`src/rtl/uart_pkg.sv`:
```
// Shared definitions for the 9-bit UART receiver and transmitter:
// FSM state encoding, word size, line levels and small bit-level helpers.
package uart_pkg;

    localparam int   DATA_BITS  = 9;
    localparam logic STOP_LEVEL = 1'b1;
    localparam logic IDLE_LEVEL = 1'b1;

    typedef enum logic [2:0] {
        ST_IDLE   = 3'd0,
        ST_START  = 3'd1,
        ST_DATA   = 3'd2,
        ST_PARITY = 3'd3,
        ST_STOP   = 3'd4,
        ST_BREAK  = 3'd5
    } uart_state_t;

    // 2-of-3 vote used to reject single-cycle glitches on the line
    function automatic logic maj3(input logic a, input logic b, input logic c);
        return (a & b) | (a & c) | (b & c);
    endfunction

    // Nonzero when word plus parity bit do not have an even number of ones
    function automatic logic even_parity_err(input logic [DATA_BITS-1:0] d, input logic p);
        return ^{d, p};
    endfunction

endpackage

```
`src/rtl/uart_rx_sync.sv`:
```
// Multi-stage synchronizer for the asynchronous Rx line, reset to the idle
// level so that reset release never produces a spurious falling edge.
module uart_rx_sync
    import uart_pkg::*;
#(
    parameter int SYNC_STAGES = 2
) (
    input  logic clk,
    input  logic rst,
    input  logic rx,
    output logic rx_s,
    output logic fall_s
);

    logic [SYNC_STAGES-1:0] stg_r;
    logic                   prev_r;

    // Synchronizer chain plus one delayed copy for edge detection
    always_ff @(posedge clk or posedge rst) begin
        if (rst) begin
            stg_r  <= {SYNC_STAGES{IDLE_LEVEL}};
            prev_r <= IDLE_LEVEL;
        end else begin
            stg_r  <= {stg_r[SYNC_STAGES-2:0], rx};
            prev_r <= stg_r[SYNC_STAGES-1];
        end
    end

    assign rx_s   = stg_r[SYNC_STAGES-1];
    assign fall_s = prev_r & ~rx_s;

endmodule

```
`src/rtl/uart_rx_9bit.sv`:
```
// 9-bit UART receiver: start, 9 data bits LSB first, optional even parity, stop.
// Define UART_RX_MAJORITY_EN for 2-of-3 majority sampling of data/parity/stop.
module uart_rx_9bit
    import uart_pkg::*;
#(
    parameter int SYNC_STAGES = 2,
    parameter int MIN_SPEED   = 2
) (
    input  logic                 clk,
    input  logic                 rst,
    input  logic                 rx,
    input  logic                 parity,
    input  logic [3:0]           speed,
    output logic [DATA_BITS-1:0] data,
    output logic                 valid,
    output logic                 parity_error,
    output logic                 frame_error,
    output logic                 busy
);

`ifdef UART_RX_MAJORITY_EN
    localparam int MIN_EFF = (MIN_SPEED > 4) ? MIN_SPEED : 4;
`else
    localparam int MIN_EFF = MIN_SPEED;
`endif
    localparam logic [3:0] MIN_T    = 4'(MIN_EFF);
    localparam logic [3:0] LAST_IDX = 4'(DATA_BITS - 1);

    uart_state_t          state_r, state_nxt_s, smp_st_s;
    logic [3:0]           cnt_r, bit_t_r, t_eff_s, half_s;
    logic [3:0]           idx_r;
    logic [DATA_BITS-1:0] shift_r;
    logic                 par_en_r, par_bit_r;
    logic                 rx_s, fall_s;
    logic                 cnt_zero_s, active_s, load_s, reload_s, dec_s;
    logic                 smp_tick_s, smp_val_s, done_s;
`ifdef UART_RX_MAJORITY_EN
    logic                 h1_r, h0_r, pend_r;
    uart_state_t          pend_st_r;
`endif

    uart_rx_sync #(.SYNC_STAGES(SYNC_STAGES)) u_sync (
        .clk    (clk),
        .rst    (rst),
        .rx     (rx),
        .rx_s   (rx_s),
        .fall_s (fall_s)
    );

    assign t_eff_s    = (speed < MIN_T) ? MIN_T : speed;
    assign half_s     = t_eff_s >> 1;
    assign cnt_zero_s = (cnt_r == 4'd0);
    assign active_s   = state_r inside {ST_START, ST_DATA, ST_PARITY, ST_STOP};

    // Sample strobe: at counter zero, or one cycle later when voting over three samples
`ifdef UART_RX_MAJORITY_EN
    assign smp_tick_s = pend_r;
    assign smp_val_s  = maj3(h1_r, h0_r, rx_s);
    assign smp_st_s   = pend_st_r;
`else
    assign smp_tick_s = cnt_zero_s && (state_r inside {ST_DATA, ST_PARITY, ST_STOP});
    assign smp_val_s  = rx_s;
    assign smp_st_s   = state_r;
`endif
    assign done_s = smp_tick_s && (smp_st_s == ST_STOP);

    // State register
    always_ff @(posedge clk or posedge rst) begin
        if (rst) begin
            state_r <= ST_IDLE;
        end else begin
            state_r <= state_nxt_s;
        end
    end

    // Next-state logic
    always_comb begin
        state_nxt_s = state_r;
        case (state_r)
            ST_IDLE: begin
                if (fall_s) state_nxt_s = ST_START;
                else        state_nxt_s = ST_IDLE;
            end
            ST_START: begin
                if (cnt_zero_s) state_nxt_s = (rx_s == IDLE_LEVEL) ? ST_IDLE : ST_DATA;
                else            state_nxt_s = ST_START;
            end
            ST_DATA: begin
                if (cnt_zero_s && (idx_r == LAST_IDX)) state_nxt_s = par_en_r ? ST_PARITY : ST_STOP;
                else                                   state_nxt_s = ST_DATA;
            end
            ST_PARITY: begin
                if (cnt_zero_s) state_nxt_s = ST_STOP;
                else            state_nxt_s = ST_PARITY;
            end
            ST_STOP: begin
                if (done_s) state_nxt_s = (smp_val_s == STOP_LEVEL) ? ST_IDLE : ST_BREAK;
                else        state_nxt_s = ST_STOP;
            end
            ST_BREAK: begin
                if (rx_s == IDLE_LEVEL) state_nxt_s = ST_IDLE;
                else                    state_nxt_s = ST_BREAK;
            end
            default: state_nxt_s = ST_IDLE;
        endcase
    end

    // Counter control decode
    always_comb begin
        load_s   = 1'b0;
        reload_s = 1'b0;
        dec_s    = 1'b0;
        if (state_r == ST_IDLE) begin
            load_s = fall_s;
        end else if (active_s) begin
            reload_s = cnt_zero_s;
            dec_s    = ~cnt_zero_s;
        end else begin
            load_s = 1'b0;
        end
    end

    // Bit timing, shift register and registered outputs
    always_ff @(posedge clk or posedge rst) begin
        if (rst) begin
            cnt_r        <= 4'd0;
            bit_t_r      <= 4'd0;
            par_en_r     <= 1'b0;
            par_bit_r    <= 1'b0;
            idx_r        <= 4'd0;
            shift_r      <= '0;
            data         <= '0;
            valid        <= 1'b0;
            parity_error <= 1'b0;
            frame_error  <= 1'b0;
            busy         <= 1'b0;
        end else begin
            if (load_s) begin
                cnt_r    <= half_s - 4'd1;
                bit_t_r  <= t_eff_s;
                par_en_r <= parity;
            end else if (reload_s) begin
                cnt_r <= bit_t_r - 4'd1;
            end else if (dec_s) begin
                cnt_r <= cnt_r - 4'd1;
            end

            if ((state_r == ST_START) && cnt_zero_s) begin
                idx_r <= 4'd0;
            end else if ((state_r == ST_DATA) && cnt_zero_s) begin
                idx_r <= idx_r + 4'd1;
            end

            // LSB arrives first, so after nine shifts bit 0 sits at position 0
            if (smp_tick_s && (smp_st_s == ST_DATA)) begin
                shift_r <= {smp_val_s, shift_r[DATA_BITS-1:1]};
            end
            if (smp_tick_s && (smp_st_s == ST_PARITY)) begin
                par_bit_r <= smp_val_s;
            end

            valid <= done_s;
            if (done_s) begin
                data         <= shift_r;
                parity_error <= par_en_r & even_parity_err(shift_r, par_bit_r);
                frame_error  <= (smp_val_s != STOP_LEVEL);
            end

            busy <= (state_nxt_s != ST_IDLE);
        end
    end

`ifdef UART_RX_MAJORITY_EN
    // Capture the two samples preceding the vote; the third is rx_s on the next cycle
    always_ff @(posedge clk or posedge rst) begin
        if (rst) begin
            h1_r      <= 1'b1;
            h0_r      <= 1'b1;
            pend_r    <= 1'b0;
            pend_st_r <= ST_IDLE;
        end else begin
            if (cnt_r == 4'd1) h1_r <= rx_s;
            if (cnt_zero_s)    h0_r <= rx_s;
            pend_r    <= cnt_zero_s && (state_r inside {ST_DATA, ST_PARITY, ST_STOP});
            pend_st_r <= state_r;
        end
    end
`endif

endmodule

```
`config.mk`:
```
export PLATFORM = sky130hd
export DESIGN_NAME = uart_rx_9bit
export DESIGN_NICKNAME = d
export VERILOG_FILES = /design/src/rtl/uart_pkg.sv /design/src/rtl/uart_rx_sync.sv /design/src/rtl/uart_rx_9bit.sv
export SDC_FILE = /design/constraint.sdc
export NUM_CORES = 1
export LEC_CHECK = 0
export CORE_MARGIN = 1
export CORE_UTILIZATION = 56
export CTS_CLUSTER_DIAMETER = 120
export DETAILED_ROUTE_END_ITERATION = 10
export GPL_TIMING_DRIVEN = 1
export PLACE_DENSITY_LB_ADDON = 0.3
export SYNTH_ARGS = -nofsm -noshare
export SYNTH_HDL_FRONTEND = slang
export SYNTH_HIERARCHICAL = 1
export SYNTH_SLANG_ARGS = --single-unit
export TNS_END_PERCENT = 100
```
`constraint.sdc`:
```
create_clock -name clk -period 3.2 [get_ports clk]
set_clock_uncertainty 0.15 [all_clocks]
set_input_delay 0.32 -clock clk [delete_from_list [all_inputs] [get_ports clk]]
set_output_delay 0.32 -clock clk [all_outputs]
set_load 0.01 [all_outputs]
```
==> impl_metrics.tcl <==
set metrics [dict create \
    p_int_mw 0.918 \
    period_share_pct 79.0 \
    async_flop_share_pct 100 \
    area_growth_syn_to_layout_pct 14.6 \
    synth-seq-cells 42 \
    gp_congestion 0.931 \
    max_cap_violations 0 \
    avgRoutedWirePerCell_um 14.1 \
    overflow 0 \
    num_antenna_cells 0 \
    layout.cells.non_filler 260 \
    finalNetCount 224 \
    drc 0 \
    peakVddDrop_mv 0.343 \
    crit_buf_inv 0 \
    fin_ws_ns 0.673 \
    grt_pass1_vias 1464 \
    io_buffers 20 \
    cts_tree "yes" \
    cp_slowest_stage_delay_ns 0.74 \
    syn-cell-area_um2 2040 \
    root_buffer "clkbuf_4" \
    path_clk_slew_ns 0.12 \
    cts.path.max_buffers 2 \
    synth_edf_count 0 \
    power_density_nw_per_um2 613 \
    htreeDepth 2 \
    rows 21 \
    postCtsHoldBufs 0 \
    post_route_cells_drive_above_1_share_pct 17.8 \
    ant_nets 0 \
    dieArea_um2 3880 \
    rsz0062_at_grt "false" \
    synth_fp_nets 202 \
    clk_latency_ns 0.35 \
    dr.pass1.iters 4 \
    slew_violations 0 \
    cp.required_ns 3.33 \
    cp_slowest_cell "or4b_1" \
    worstMarginPinSlew_ns 0.646 \
    power.switching_mw 0.511 \
    synth.top_cell.area_share_pct 47.9 \
    cts.repair.resized 0 \
    crit_family "simple AND/OR/NAND/NOR gates" \
    syn_avg_cell_area_um2 10.7 \
    seq_power_share_pct 53.6 \
    critPathKind "reg2reg" \
    dieHeight_um 62.3 \
    vias 1451 \
    synth_area_leaders "dfrtp_1 48%, mux2_2 10%, nand2_1 5.0%" \
    via_per_inst 5.58 \
    worst_ep_arrival_time_ns 2.66 \
    dp_cells 252 \
    hp-class "in2async" \
    hold_viol_final 0 \
    status "finished, final reports clean" \
    cts_buffers 5 \
    synth_most_common_cell "dfrtp_1" \
    tns_ns 0 \
    post_cts_buffers 0 \
    crit_chain "or4b_1 -> nor3_2 -> a21oi_2 -> or4_1 -> a31oi_1" \
    start_kind "flip-flop" \
    clock_sinks 42 \
    endpoint_kind "flip-flop" \
    grt_max_degree 30 \
    synth_top_area_cell "dfrtp_1" \
    slew_headroom_pct 56.8 \
    core-area_um2 3420 \
    combPwrFrac_pct 27.7 \
    final.fill_count 262 \
    yosysUniqueCellTypes 45 \
    yosys-top-cells-count "39 x dfrtp_1, 27 x nand2_1, 18 x mux2_2" \
    synth_warnings 6 \
    die_w_um 62.3 \
    antenna_found_initial 0 \
    synthCells 191 \
    period_minus_slack_ns 2.53 \
    grt_pass1_wl_um 6600 \
    synth_ff_type "dfrtp_1" \
    cp_max_fo 22 \
    fmax_ghz 0.396 \
    leakage_nw 1.04 \
    switching_share_pct 35.8 \
    top_level_ports 21 \
    fin_util_pct 68.3 \
    grt_usage_pct 22.0 \
    dpl.hpwl_um 2610 \
    wirelength_um 3660 \
    power.share.clock_pct 18.7 \
    setup_viol 0 \
    ys_seq_area_share_pct 51.8 \
    post-place-ws_ns 0.685 \
    first_iter_violations 127 \
    regToRegSetupSlack_ns 0.67 \
    initial_core_util_pct 59.6 \
]
## worst reg2reg max path: cells and delay by family (launching register included)
family | cells | cell delay [ns]
AO/OA/AOI/OAI | 2 | 0.23
flip-flops | 1 | 0.62
AND/OR/NAND/NOR | 3 | 1.45
## power groups by stage
stage	combinational (mW)	clock [mW]	sequential, mW
3_5_place_dp	0.398	0	0.772
6_report	0.396	0.267	0.766
4_1_cts	0.399	0.278	0.763
5_1_grt	0.450	0.303	0.786
2_1_floorplan	0.363	0	0.704
3_3_place_gp	0.374	0	0.766
## cell type report
class / instances / area [um^2] / share of cell area [%]
clock buffer: 8 / 58.8 / 2.52
inverter: 10 / 37.5 / 1.61
multi-input combinational: 131 / 901 / 38.6
sequential: 42 / 1050 / 45.2
tap: 46 / 57.6 / 2.47
timing repair buffer: 23 / 223 / 9.55
## cell families (layout without fill, tap and decap cells)
family / count (synthesis) / after routing / share of synthesized area (%)
compound gates: 35 / 35 / 11.2
xor+xnor: 10 / 10 / 4.30
fa+ha+maj: 3 / 3 / 1.84
buf+inv: 18 / 41 / 3.93
flops: 42 / 42 / 51.8
mux: 20 / 20 / 11.0
simple gates: 63 / 63 / 15.9
## final timing paths
kind                       cells after the start                       from                   endpoint
setup / recovery                               5      smp_st_s[1]$_DFF_PP0_       cnt_r[3]$_DFFE_PP0P_
hold / removal                                 2                        rst       idx_r[3]$_DFFE_PP0P_
setup reg to reg                               5      smp_st_s[1]$_DFF_PP0_       cnt_r[3]$_DFFE_PP0P_
hold reg to reg                                0  u_sync/stg_r[0]$_DFF_PP1_  u_sync/stg_r[1]$_DFF_PP1_
max in group asynchronous                      3                        rst        data[8]$_DFFE_PP0N_
min in group clk                               0  u_sync/stg_r[0]$_DFF_PP1_  u_sync/stg_r[1]$_DFF_PP1_
## flip-flops by register name (all words and copies together) (netlist names)
signal / count
par_bit_r: 1
idx_r: 4
smp_st_s: 3
u_sync/prev_r: 1
data: 9
parity_error: 1
busy: 1
par_en_r: 1
bit_t_r: 4
frame_error: 1
cnt_r: 4
u_sync/stg_r: 2
valid: 1
shift_r: 9
## cell usage in the layout (no fill, tap or decap), types with 3 or more instances in the layout
cell type and n:
nor2_1 15, nand3_1 3, clkdlybuf4s50_1 20, ha_1 3
mux2_2 18, o21ai_0 12, a21oi_1 5, dfrtp_1 39
inv_1 10, buf_4 3, clkbuf_4 5, nand2b_1 3
dfstp_2 3, xnor2_1 8, nand2_1 27
## per-stage QoR
step | hold WS, ns | cell area, um^2 | total power [mW]
5_1_grt | 0.169 | 2330 | 1.54
3_3_place_gp | 0.196 | 2270 | 1.14
2_1_floorplan | 0.103 | 2040 | 1.07
6_report | 0.114 | 2330 | 1.43
3_5_place_dp | 0.197 | 2270 | 1.17
4_1_cts | 0.124 | 2330 | 1.44
## per-layer routing
metal	up-vias	part of all wire (%)	GRT usage (%)
met3	7	5.3	5.15
met4	0	1.7	10.2
li1	705	-	-
met5	-	0	0
met1	697	44	27.0
met2	42	49	36.8
(Power assumes the default switching activity.)
